File: config.mk
export PLATFORM = sky130hd
export DESIGN_NAME = seg7_scan_decoder_flat
export DESIGN_NICKNAME = d
export VERILOG_FILES = /design/src/rtl/seg7_scan_decoder_if.sv /design/src/rtl/seg7_scan_decoder.sv /design/src/flat_wrapper.sv
export SDC_FILE = /design/constraint.sdc
export NUM_CORES = 1
export LEC_CHECK = 0
export ABC_AREA = 1
export CAP_MARGIN = 10
export CELL_PAD_IN_SITES_DETAIL_PLACEMENT = 0
export CELL_PAD_IN_SITES_GLOBAL_PLACEMENT = 1
export CORE_UTILIZATION = 45
export DETAILED_ROUTE_END_ITERATION = 10
export PLACE_DENSITY_LB_ADDON = 0.05
export SYNTH_ARGS = -nofsm -noshare
export SYNTH_HDL_FRONTEND = slang
export SYNTH_SLANG_ARGS = --single-unit
File: constraint.sdc
create_clock -name clk -period 3.4 [get_ports clk]
set_clock_uncertainty 0.1 [all_clocks]
set_input_delay 0.51 -clock clk [delete_from_list [all_inputs] [get_ports clk]]
set_output_delay 0.51 -clock clk [all_outputs]
set_load 0.01 [all_outputs]
File: src/rtl/seg7_scan_decoder_if.sv
// Scanned 7-segment bus plus the decoded frame outputs of seg7_scan_decoder.
// count/count_valid exist only when SEG_TO_COUNT_EN is defined.
interface seg7_scan_decoder_if;
    logic [6:0]  seg;
    logic [3:0]  an;
    logic [15:0] bcd;
    logic        frame_valid;
    logic        seg_err;
`ifdef SEG_TO_COUNT_EN
    logic [11:0] count;
    logic        count_valid;
`endif

`ifdef SEG_TO_COUNT_EN
    modport master (output seg, an, input bcd, frame_valid, seg_err, count, count_valid);
    modport slave  (input seg, an, output bcd, frame_valid, seg_err, count, count_valid);
`else
    modport master (output seg, an, input bcd, frame_valid, seg_err);
    modport slave  (input seg, an, output bcd, frame_valid, seg_err);
`endif
endinterface

File: src/rtl/seg7_scan_decoder.sv
// Loop-back monitor: decodes scanned active-low seg/an lines into an mm:ss BCD frame.
// Optional SEG_TO_COUNT_EN adds the m*60+s count output and a minutes/seconds-tens range check.
module seg7_scan_decoder #(
    parameter int SETTLE = 1
) (
    input  logic              clk,
    input  logic              rst,
    seg7_scan_decoder_if.slave bus
);
    localparam logic [3:0] SETTLE_C = 4'(SETTLE);

    logic [6:0]  s_seg;
    logic [3:0]  s_an;
    logic [3:0]  stab;
    logic        cap_done;
    logic [3:0]  got;
    logic [15:0] slots;

    logic        same_pair;
    logic        an_blank;
    logic        an_onehot;
    logic        stable;
    logic        dig_legal;
    logic [3:0]  dig_val;
    logic [1:0]  idx;
    logic        cap_ok;
    logic        in_err;
    logic        frame_done;
    logic        range_err;
    logic [3:0]  got_next;

    assign same_pair  = (bus.an == s_an) && (bus.seg == s_seg);
    assign an_blank   = (s_an == 4'b1111);
    assign an_onehot  = (s_an == 4'b0111) || (s_an == 4'b1011) ||
                        (s_an == 4'b1101) || (s_an == 4'b1110);
    assign stable     = (stab == SETTLE_C);
    assign frame_done = (got == 4'b1111);

    always_comb begin
        dig_legal = 1'b1;
        dig_val   = 4'd0;
        case (s_seg)
            7'b1000000: dig_val = 4'd0;
            7'b1111001: dig_val = 4'd1;
            7'b0100100: dig_val = 4'd2;
            7'b0110000: dig_val = 4'd3;
            7'b0011001: dig_val = 4'd4;
            7'b0010010: dig_val = 4'd5;
            7'b0000010: dig_val = 4'd6;
            7'b1111000: dig_val = 4'd7;
            7'b0000000: dig_val = 4'd8;
            7'b0010000: dig_val = 4'd9;
            default:    dig_legal = 1'b0;
        endcase
    end

    always_comb begin
        idx = 2'd0;
        case (s_an)
            4'b0111: idx = 2'd3;
            4'b1011: idx = 2'd2;
            4'b1101: idx = 2'd1;
            default: idx = 2'd0;
        endcase
    end

    // A phase is acted on once; an illegal anode does not wait for the settle count.
    assign cap_ok = stable && an_onehot && !cap_done && dig_legal;
    assign in_err = (!cap_done && !an_blank && !an_onehot) ||
                    (stable && an_onehot && !cap_done && !dig_legal);

`ifdef SEG_TO_COUNT_EN
    assign range_err = (slots[15:12] > 4'd5) || (slots[7:4] > 4'd5);
`else
    assign range_err = 1'b0;
`endif

    // Completion clears got first so a same-edge capture lands in the new frame.
    always_comb begin
        got_next = frame_done ? 4'b0000 : got;
        if (cap_ok)
            got_next[idx] = 1'b1;
        if (in_err)
            got_next = 4'b0000;
    end

    always_ff @(posedge clk or posedge rst) begin
        if (rst) begin
            s_seg           <= 7'b1111111;
            s_an            <= 4'b1111;
            stab            <= 4'd0;
            cap_done        <= 1'b0;
            got             <= 4'b0000;
            slots           <= 16'h0000;
            bus.bcd         <= 16'h0000;
            bus.frame_valid <= 1'b0;
            bus.seg_err     <= 1'b0;
        end else begin
            s_seg <= bus.seg;
            s_an  <= bus.an;
            if (same_pair)
                stab <= (stab >= SETTLE_C) ? SETTLE_C : stab + 4'd1;
            else
                stab <= 4'd1;
            if (bus.an != s_an)
                cap_done <= 1'b0;
            else if (cap_ok || in_err)
                cap_done <= 1'b1;
            if (cap_ok)
                slots[idx*4 +: 4] <= dig_val;
            got             <= got_next;
            bus.frame_valid <= frame_done && !range_err;
            bus.seg_err     <= in_err || (frame_done && range_err);
            if (frame_done && !range_err)
                bus.bcd <= slots;
        end
    end

`ifdef SEG_TO_COUNT_EN
    always_ff @(posedge clk or posedge rst) begin
        if (rst) begin
            bus.count       <= 12'd0;
            bus.count_valid <= 1'b0;
        end else begin
            bus.count_valid <= bus.frame_valid;
            if (bus.frame_valid)
                bus.count <= 12'(bus.bcd[15:12]) * 12'd600 + 12'(bus.bcd[11:8]) * 12'd60 +
                             12'(bus.bcd[7:4]) * 12'd10 + 12'(bus.bcd[3:0]);
        end
    end
`endif
endmodule

File: src/flat_wrapper.sv
// flat-port wrapper written by rule: the top's interface ports become plain ports
module seg7_scan_decoder_flat 
#(
    parameter int SETTLE = 1
)
  (clk, rst, bus_seg, bus_an, bus_bcd, bus_frame_valid, bus_seg_err);
  seg7_scan_decoder_if bus_i ();
  input  logic clk;
  input  logic rst;
  input wire logic [$bits(bus_i.seg)-1:0] bus_seg;
  input wire logic [$bits(bus_i.an)-1:0] bus_an;
  output wire logic [$bits(bus_i.bcd)-1:0] bus_bcd;
  output wire logic [$bits(bus_i.frame_valid)-1:0] bus_frame_valid;
  output wire logic [$bits(bus_i.seg_err)-1:0] bus_seg_err;
  assign bus_i.seg = bus_seg;
  assign bus_i.an = bus_an;
  assign bus_bcd = bus_i.bcd;
  assign bus_frame_valid = bus_i.frame_valid;
  assign bus_seg_err = bus_i.seg_err;
  seg7_scan_decoder #(.SETTLE(SETTLE)) u_core (.clk(clk), .rst(rst), .bus(bus_i));
endmodule
After elaboration in Yosys (flattened, before gate mapping)
Index checks and enable logic that the tools add are counted.
Cells by class
  reductions and logical operators: 20
  eq/ne operators: 19
  shift-type cells: 2
  $lt $le $gt $ge: 3
  muxes and demuxes: 13
  add/sub/neg operators: 2
  bitwise logic cells: 1
Operators by type and width (count)
  4-bit case mux with 9 select lines: 1
  4-bit negation with 34-bit output: 1
  4-bit by 34-bit variable shift with 16-bit output (first input constant): 1
  4-bit by 34-bit variable part select with 16-bit output: 1
  7-bit by 5-bit == test with 1-bit output (second input constant): 3
  7-bit == test (second input constant): 3
  4-bit == test (second input constant): 5
  4-bit two-way mux: 5
  16-bit bitwise mux: 1
  7-bit by 6-bit == test with 1-bit output (second input constant): 2
  10-bit OR reduction: 1
  1-bit logical AND: 8
  7-bit by 2-bit == test with 1-bit output (second input constant): 1
  7-bit == test: 1
  7-bit zero test: 1
  2-bit case mux with 3 select lines: 1
  1-bit logical OR: 5
  4-bit by 1-bit adder with 4-bit output (second input constant): 1
  4-bit by 1-bit == test with 1-bit output (second input constant): 1
  4-bit by 3-bit == test with 1-bit output (second input constant): 1
  4-bit == test: 1
  4-bit by 1-bit >= comparator with 1-bit output (second input constant): 1
  1-bit zero test: 4
  1-bit two-way mux: 4
  6 further kinds: 6
Storage, ports and cells
  output and inout port bits: 18
  logic and storage cells: 69
  bits in registers: 54

Logic depth before layout (Yosys ltp)
Gate-level depths: netlist of run 1.
  depth after elaboration: 11
  mapped depth: 11
  depth with buffers taken out: 10

Least setup slack after synthesis of run 1
OpenSTA, ideal clock, no wires.
  path type: reg-to-reg
  start: reg u_core.s_an[3]
  end: reg u_core.slots[1]
  path slack: 1.460 ns
  path buffers: 0
  setup time: 0.077 ns
  cell stages (with the launch flop): 10
  arrival time: 1.764 ns
  cell sequence: dfstp_2 nand2_1 nor3b_1 nor2_1 ha_1 inv_1 nand2_1 inv_1 o21ai_0 o21ai_1
Between the ends
  longest elaborated chain between the ends: 7
RTL lines
  start: declaration: RTL line seg7_scan_decoder.sv:13  | logic [3:0] s_an;
  start signal: assignment: RTL line seg7_scan_decoder.sv:100  | s_an <= bus.an;
  branches (longest 7 deep; another with 4-bit negation with 34-bit output)
  end signal: indexed assignment: RTL line seg7_scan_decoder.sv:110  | slots[idx*4 +: 4] <= dig_val;
  end: declaration: RTL line seg7_scan_decoder.sv:17  | logic [15:0] slots;
Parallel ways; which one is timed is not known.
A chain may end at the register's enable or synchronous reset.

Final worst setup path of run 1
Ends and elaborated chain as after synthesis.

==> Flow_metrics.wiki, run 1 <==
{| class="wikitable"
! Metric !! Value
|-
| Max-Slew Margin vs Limit || 0.318
|-
| Final weighted congestion of routability-driven global placement || 0.747
|-
| Unique cell type count in the Yosys netlist || 26
|-
| Number of maximum-capacitance violations || 0
|-
| Share of the yosys chip area belonging to registers || 0.519
|-
| Input/output buffers || 30
|-
| Most frequent standard cell in the layout excluding fill and tap cells || sky130_fd_sc_hd__nand2_1
|-
| Transition time at the pin with the least slew margin || slightly above 1000 ps
|-
| Num Clock Sinks || 54
|-
| Horizontal die dimension || just under 80 um
|-
| Combined area of all synthesized cells || approximately 2600 um^2
|-
| TritonCTS Buffers || 5
|-
| Final hold viol count || 0
|-
| Cells along the critical path || nor3b_1, nor2_1, ha_1, inv_1, nand2_1, inv_1, o21ai_0, o21ai_1
|-
| Wire length of the first global-routing pass || ~8.5 mm
|-
| Cell at the slowest stage of the critical path || sky130_fd_sc_hd__dfstp_2
|-
| Design Power || about 1.1 mW
|-
| Vertical die dimension || between 70 and 80 um
|-
| Setup TNS || 0 ps
|-
| Final standard cell utilization of the core || 0.555
|-
| Total wire length after detailed routing || approximately 4.6 mm
|-
| Vias per inst || ~4.8
|-
| First-iteration detailed-routing DRC count || just over 100
|-
| CTS clk-pin slew, worst paths || ~90 ps
|-
| Final count of pins violating max slew || 0
|-
| Type of element launching the critical path || register
|-
| Post-cts repair resize count || 0
|-
| Synth Register Bits || 54
|-
| Clock latency on the worst-skew pair || roughly 300 ps
|-
| Maximum single-stage delay on the critical path || around 570 ps
|-
| Number of vias after detailed routing || between 1500 and 2000
|-
| Area added between synthesis and finish || 17.6%
|-
| Placement Rows || 27
|-
| Die Outline Area || 6150 um^2
|-
| HPWL reported at the end of detailed placement || 3.40 mm
|-
| Maximum level of the CTS H-tree || 2
|-
| Worst hold slack after final layout || approximately 370 ps
|-
| Required @ worst endpoint || 3540 ps
|-
| DRC viols || 0
|-
| Static Leakage || ~1.4 nW
|-
| GRT Overall Usage || 0.174
|-
| Largest net degree at the start of global routing || 51
|-
| TritonCTS clock tree || built
|-
| Arrival time reported for the critical path endpoint || about 2300 ps
|-
| Buffer type at the clock tree root || sky130_fd_sc_hd__clkbuf_8
|-
| Cell Pwr Density || ~360 nW/um^2
|-
| Grt total ovfl || 0
|-
| Starting density of the core || 0.472
|-
| Core footprint || ~5600 um^2
|-
| Fraction of layout cells with a size suffix above 1 || 0.123
|-
| ANT cells || 0
|-
| Unrepaired setup endpoints after global routing || false
|-
| Cell count after synthesis || 308
|-
| Share of the cycle needed by the critical path after routing || 0.645
|-
| Element type at the critical path end || register
|-
| Worst reg-to-reg setup slack || between 1000 and 1500 ps
|-
| Minimum setup slack in the final design || between 1000 and 1500 ps
|-
| Largest delay share family, worst path || simple AND/OR/NAND/NOR gates
|-
| Final Critical Period || between 2000 and 2500 ps
|-
| Highest clock frequency the design can meet || approximately 460 MHz
|-
| Largest cells by area after synthesis || sky130_fd_sc_hd__dfrtp_1 (41%), sky130_fd_sc_hd__nand2_1 (16%), sky130_fd_sc_hd__dfstp_2 (11%)
|-
| Status || finished, final reports clean
|-
| Buffer levels on the longest clock path || 2
|-
| Most prevalent standard cell on the critical path || sky130_fd_sc_hd__inv_1
|-
| Kind of critical path || register to register
|-
| Worst VDD drop || roughly 180 uV
|-
| Synth Net Count || 330
|-
| Number of antenna violations at the first check in global routing || 0
|-
| Number of nets in the finished design || roughly 360
|-
| Yosys warnings || 0
|-
| Top-area cell type share of the netlist area || 0.409
|-
| Filler instances || between 500 and 600
|-
| Count of boundary I/O pins || 31
|-
| Final setup violation count || 0
|-
| DR WL/cell || 11.1 um
|-
| Avg Synthesized Cell Area || around 8.5 um^2
|-
| Post-place setup slack || around 1200 ps
|-
| Class of the tightest hold or removal check || register to register
|-
| Buffers plus inverters on the worst setup path || 2
|-
| # Post-CTS Setup Buffers || 0
|-
| Via count of the first global-routing pass || roughly 1900
|-
| Maximum fanout along the worst path || 8
|-
| Router iterations before antenna repair || 4
|-
| Commonest non-fill, non-tap cells in the layout || sky130_fd_sc_hd__nand2_1 (110), sky130_fd_sc_hd__dfrtp_1 (43), sky130_fd_sc_hd__nor2_1 (31)
|-
| Dominant cell type by area after synthesis || sky130_fd_sc_hd__dfrtp_1
|-
| Antenna violation net count after detailed routing || 0
|-
| Hold Buf Count CTS || 0
|}
[cell families (layout without fill, tap and decap cells)]
logic type                 count (synthesis)  count (layout)  synth area share
DFF                                       54              54             0.519
adders and majority gates                  9               9            0.0428
xor gates and xnor gates                  10              10            0.0333
other                                      1               1           0.00143
and+or+nand+nor                          181             181             0.310
AOI/OAI and AO/OA                         26              26            0.0538
buffers and inverters                     27              61            0.0395
[worst register-to-register path, delay by kind of cell (launching register included)]
family / cells / cell delay [ps]
and+or+nand+nor: 3 / 580
DFF: 1 / 570
adders and majority gates: 1 / 390
buffers and inverters: 2 / 280
AOI/OAI and AO/OA: 2 / 220
[routing by layer]
metal	share of wire	global-route usage	wire length, um	vias up
met5	0	0	0	-
met4	0.010	0.0500	46	0
met3	0.034	0.0407	155	6
met2	0.48	0.290	2190	32
met1	0.48	0.226	2190	897
li1	-	-	-	1044
[cell type report]
| class | instances | area (um^2) | area share |
|---|---|---|---|
| flip-flops and latches | 54 | 1370 | 0.441 |
| clock buffers | 6 | 72.6 | 0.0235 |
| inverters | 22 | 82.6 | 0.0267 |
| well taps | 72 | 90.1 | 0.0291 |
| multi-input cells | 227 | 1160 | 0.375 |
| clock inverters | 1 | 7.51 | 0.00243 |
| repair buffers | 32 | 315 | 0.102 |
[stage by stage]
step	cell area (um^2)	std cells
global placement	3010	407
finish	3090	414
CTS	3090	414
detailed placement	3010	407
global route	3090	414
floorplan	2630	308
[registers in the layout, summed over array words and instances (netlist names)]
register and count:
u_core.bus.bcd 16, u_core.bus.frame_valid 1, u_core.bus.seg_err 1, u_core.cap_done 1
u_core.got 4, u_core.s_an 4, u_core.s_seg 7, u_core.slots 16
u_core.stab 4
[where the power goes]
group          switching (mW)  internal [mW]
sequential             0.0110          0.657
clock                   0.197          0.142
combinational          0.0618         0.0400
total                   0.270          0.839
[cell usage after synthesis]
| cell type | count |
|---|---|
| sky130_fd_sc_hd__nand2_1 | 110 |
| sky130_fd_sc_hd__dfrtp_1 | 43 |
| sky130_fd_sc_hd__nor2_1 | 31 |
| sky130_fd_sc_hd__inv_1 | 16 |
| sky130_fd_sc_hd__o21ai_1 | 16 |
| sky130_fd_sc_hd__nand3_1 | 15 |
| sky130_fd_sc_hd__dfstp_2 | 11 |
| sky130_fd_sc_hd__ha_1 | 9 |
| sky130_fd_sc_hd__a21oi_1 | 6 |
| sky130_fd_sc_hd__xnor2_1 | 6 |
| sky130_fd_sc_hd__inv_2 | 5 |
| sky130_fd_sc_hd__nand3_4 | 5 |
| sky130_fd_sc_hd__nand2_2 | 4 |
| sky130_fd_sc_hd__nand4_1 | 4 |
| sky130_fd_sc_hd__nor2_2 | 4 |
| sky130_fd_sc_hd__xor2_1 | 4 |
| sky130_fd_sc_hd__nor3_1 | 3 |
| sky130_fd_sc_hd__o21ai_0 | 3 |
| sky130_fd_sc_hd__or2_2 | 3 |
| sky130_fd_sc_hd__buf_2 | 2 |
| sky130_fd_sc_hd__clkbuf_1 | 2 |
| sky130_fd_sc_hd__nor3b_1 | 2 |
| sky130_fd_sc_hd__a21oi_4 | 1 |
| sky130_fd_sc_hd__buf_1 | 1 |
| sky130_fd_sc_hd__clkinv_1 | 1 |
| sky130_fd_sc_hd__conb_1 | 1 |
[worst paths after layout]
path / start / endpoint / cells past startpoint
setup reg to reg: u_core.s_an[3] / u_core.slots[1] / 8
min in group asynchronous: rst / u_core.bus.bcd[3] / 2
setup / recovery: u_core.s_an[3] / u_core.slots[1] / 8
max in group asynchronous: rst / u_core.s_seg[5] / 3
hold reg to reg: u_core.slots[12] / u_core.bus.bcd[12] / 2
hold / removal: u_core.slots[12] / u_core.bus.bcd[12] / 2
(Power assumes the default switching activity.)
==> run 2, diff against run 1 <==
--- a/config.mk
+++ b/config.mk
@@ -9,7 +9,7 @@
 export CAP_MARGIN = 10
 export CELL_PAD_IN_SITES_DETAIL_PLACEMENT = 0
 export CELL_PAD_IN_SITES_GLOBAL_PLACEMENT = 1
-export CORE_UTILIZATION = 45
+export CORE_UTILIZATION = 42
 export DETAILED_ROUTE_END_ITERATION = 10
 export PLACE_DENSITY_LB_ADDON = 0.05
 export SYNTH_ARGS = -nofsm -noshare
==> constraint.sdc (replaced) <==
create_clock -name clk -period 2.15 [get_ports clk]
set_clock_uncertainty 0.1 [all_clocks]
set_input_delay 0.3225 -clock clk [delete_from_list [all_inputs] [get_ports clk]]
set_output_delay 0.3225 -clock clk [all_outputs]
set_load 0.01 [all_outputs]
==> Flow_metrics.wiki, run 2 (synthesized netlist as in run 1, its figures left out) <==
{| class="wikitable"
! Metric !! Value
|-
| Status || finished, final reports clean
|-
| Highest clock frequency the design can meet || 509 MHz (+12%)
|-
| Num Clock Sinks || 54 (unchanged)
|-
| Busiest metal layer after global routing || met2
|-
| Wire length of the first global-routing pass || 8.59 mm (+1.6%)
|-
| Area added between synthesis and finish || 20.6%
|-
| Number of nets in the finished design || 366 (+0.55%)
|-
| # Post-CTS Setup Buffers || 0 (unchanged)
|-
| Kind of critical path || register to register
|-
| HPWL reported at the end of detailed placement || 3.61 mm (+6.0%)
|-
| Final standard cell utilization of the core || 0.529 (-0.0259)
|-
| Number of vias after detailed routing || 1961 (-0.91%)
|-
| Class of the tightest hold or removal check || input pin to async pin
|-
| Die Outline Area || 6580 um^2 (+6.9%)
|-
| Largest net degree at the start of global routing || 38 (-25%)
|-
| Number of antenna violations at the first check in global routing || 0 (unchanged)
|-
| Fraction of layout cells with a size suffix above 1 || 0.145 (+0.0221)
|-
| Setup TNS || 0 ps (unchanged)
|-
| Switching share of power || 0.235 (-0.00848)
|-
| Design Power || 1.90 mW (+71%)
|-
| Commonest non-fill, non-tap cells in the layout || sky130_fd_sc_hd__nand2_1 (110), sky130_fd_sc_hd__dfrtp_1 (43), sky130_fd_sc_hd__nor2_1 (31)
|-
| Starting density of the core || 0.439 (-0.0328)
|-
| Critical R2R Launch || u_core.s_an[3]
|-
| DR WL/cell || 11.6 um (+4.9%)
|-
| GRT Overall Usage || 0.173 (-0.00157)
|-
| Required @ worst endpoint || 2280 ps (-1260 ps)
|-
| Vertical die dimension || 81.1 um (+3.4%)
|-
| Global-route met1 utilization || 0.226 (+0.000449)
|-
| Sequential fraction of design power || 0.557 (-0.045)
|-
| Maximum fanout along the worst path || 6 (-2)
|-
| Total wire length after detailed routing || 4.88 mm (+6.4%)
|-
| Maximum level of the CTS H-tree || 2 (unchanged)
|-
| Hold Buf Count CTS || 0 (unchanged)
|-
| CTS clk-pin slew, worst paths || 90 ps (about the same)
|-
| Placement Rows || 28 (+3.7%)
|-
| TritonCTS clock tree || built
|-
| Most frequent standard cell in the layout excluding fill and tap cells || sky130_fd_sc_hd__nand2_1
|-
| Buffers plus inverters on the worst setup path || 2 (unchanged)
|-
| Static Leakage || 1.45 nW (+1.9%)
|-
| Largest registers in the final layout || u_core.bus.bcd (16), u_core.slots (16), u_core.s_seg (7)
|-
| Input/output buffers || 30 (unchanged)
|-
| Final Critical Period || 1960 ps (-229 ps)
|-
| Cells along the critical path || nand2_1, nor3b_2, nor2_1, ha_2, inv_1, nand2_1, inv_1, o21ai_0, o21ai_1
|-
| WP depth || 9 (+1)
|-
| Cell at the slowest stage of the critical path || sky130_fd_sc_hd__dfstp_2
|-
| Number of maximum-capacitance violations || 0 (unchanged)
|-
| Clk network pwr share || 0.353 (+0.047)
|-
| Antenna violation net count after detailed routing || 0 (unchanged)
|-
| Count of boundary I/O pins || 31 (unchanged)
|-
| ANT cells || 0 (unchanged)
|-
| Vias per inst || 4.67 (-2.3%)
|-
| Final count of pins violating max slew || 0 (unchanged)
|-
| Grt total ovfl || 0 (unchanged)
|-
| RR Endpoint || u_core.slots[2]
|-
| Element type at the critical path end || register
|-
| Router iterations before antenna repair || 6 (+2)
|-
| Final hold viol count || 0 (unchanged)
|-
| Met2 Track Usage GR || 0.284 (-0.00632)
|-
| R2R depth || 9 (+1)
|-
| Via count of the first global-routing pass || 1843 (-3.4%)
|-
| First-iteration detailed-routing DRC count || 79 (-23%)
|-
| Logic gate share of total power || 0.091 (about the same)
|-
| Crit path from || u_core.s_an[3]
|-
| Largest delay share family, worst path || flip-flops
|-
| Worst VDD drop || 307 uV (+73%)
|-
| Maximum single-stage delay on the critical path || 570 ps (about the same)
|-
| Buffer levels on the longest clock path || 2 (unchanged)
|-
| Core footprint || 5990 um^2 (+7.5%)
|-
| Share of the cycle needed by the critical path after routing || 0.914 (+0.269)
|-
| CP Capture Point || u_core.slots[2]
|-
| Buffer type at the clock tree root || sky130_fd_sc_hd__clkbuf_8
|-
| DRC viols || 0 (unchanged)
|-
| Clock latency on the worst-skew pair || 300 ps (about the same)
|-
| Post-cts repair resize count || 0 (unchanged)
|-
| Filler instances || 555 (+2.0%)
|-
| Horizontal die dimension || 81.1 um (+3.4%)
|-
| Met3 track demand over resource in global routing || 0.0371 (-0.00362)
|-
| Pint || 1.45 mW (+73%)
|-
| Final setup violation count || 0 (unchanged)
|-
| Arrival time reported for the critical path endpoint || 2100 ps (-230 ps)
|-
| Final weighted congestion of routability-driven global placement || 0.813 (+8.8%)
|-
| Type of element launching the critical path || register
|-
| TritonCTS Buffers || 5 (unchanged)
|-
| Total cell area at the placement stage || 3050 um^2 (+1.0%)
|-
| Design Area, Final || 3170 um^2 (+2.5%)
|-
| Worst reg-to-reg setup slack || 190 ps (-1020 ps)
|-
| Cell Pwr Density || 599 nW/um^2 (+67%)
|-
| Unrepaired setup endpoints after global routing || false
|-
| NetSw || 0.447 mW (+65%)
|}
## run 2: worst register-to-register path, cell delays in order, from the launching register on
cell                      delay, ps
sky130_fd_sc_hd__dfstp_2        570
sky130_fd_sc_hd__nand2_1        110
sky130_fd_sc_hd__nor3b_2        160
sky130_fd_sc_hd__nor2_1          80
sky130_fd_sc_hd__ha_2           330
sky130_fd_sc_hd__inv_1          140
sky130_fd_sc_hd__nand2_1         80
sky130_fd_sc_hd__inv_1           90
sky130_fd_sc_hd__o21ai_0         90
sky130_fd_sc_hd__o21ai_1        140
## run 2: area by class of cell
class | instances | area [um^2] | share of cell area
repair buffers | 34 | 343 | 0.108
inverters | 22 | 86.3 | 0.0272
well taps | 75 | 93.8 | 0.0296
multi-input cells | 227 | 1170 | 0.370
clock buffers | 5 | 68.8 | 0.0217
clock inverters | 3 | 40.0 | 0.0126
flip-flops and latches | 54 | 1370 | 0.431
## run 2: per-stage QoR
stage | cells | hold slack [ps] | setup WS, ps
CTS | 420 | 221 | 87.0
detailed placement | 412 | 360 | 131
global placement | 412 | 357 | 195
finish | 420 | 218 | 185
floorplan | 308 | 227 | 210
global route | 420 | 257 | 52.8
## run 2: how the worst min path moves through the flow
stage                     cells past startpoint              from                 end  slack, ps
final                                         2               rst      u_core.stab[1]        220
after global routing                          2               rst      u_core.stab[0]        260
after CTS                                     2               rst      u_core.stab[2]        220
after detailed placement                      2  u_core.slots[12]  u_core.bus.bcd[12]        360
after global placement                        2  u_core.slots[14]  u_core.bus.bcd[14]        360
after floorplan                               0         bus_an[0]      u_core.s_an[0]        230
## run 2: power by group through the flow
stage                     sequential, mW  combinational (mW)  clock (mW)
after global routing                1.06               0.195       0.734
after CTS                           1.06               0.172       0.696
after floorplan                     1.07               0.113           0
after global placement              1.08               0.171           0
final                               1.06               0.172       0.670
after detailed placement            1.08               0.171           0
## run 2: layer usage
layer | routed length, um | vias up
li1 | - | 1039
met1 | 2360 | 888
met2 | 2320 | 29
met3 | 127 | 5
met4 | 72 | 0
met5 | 0 | -
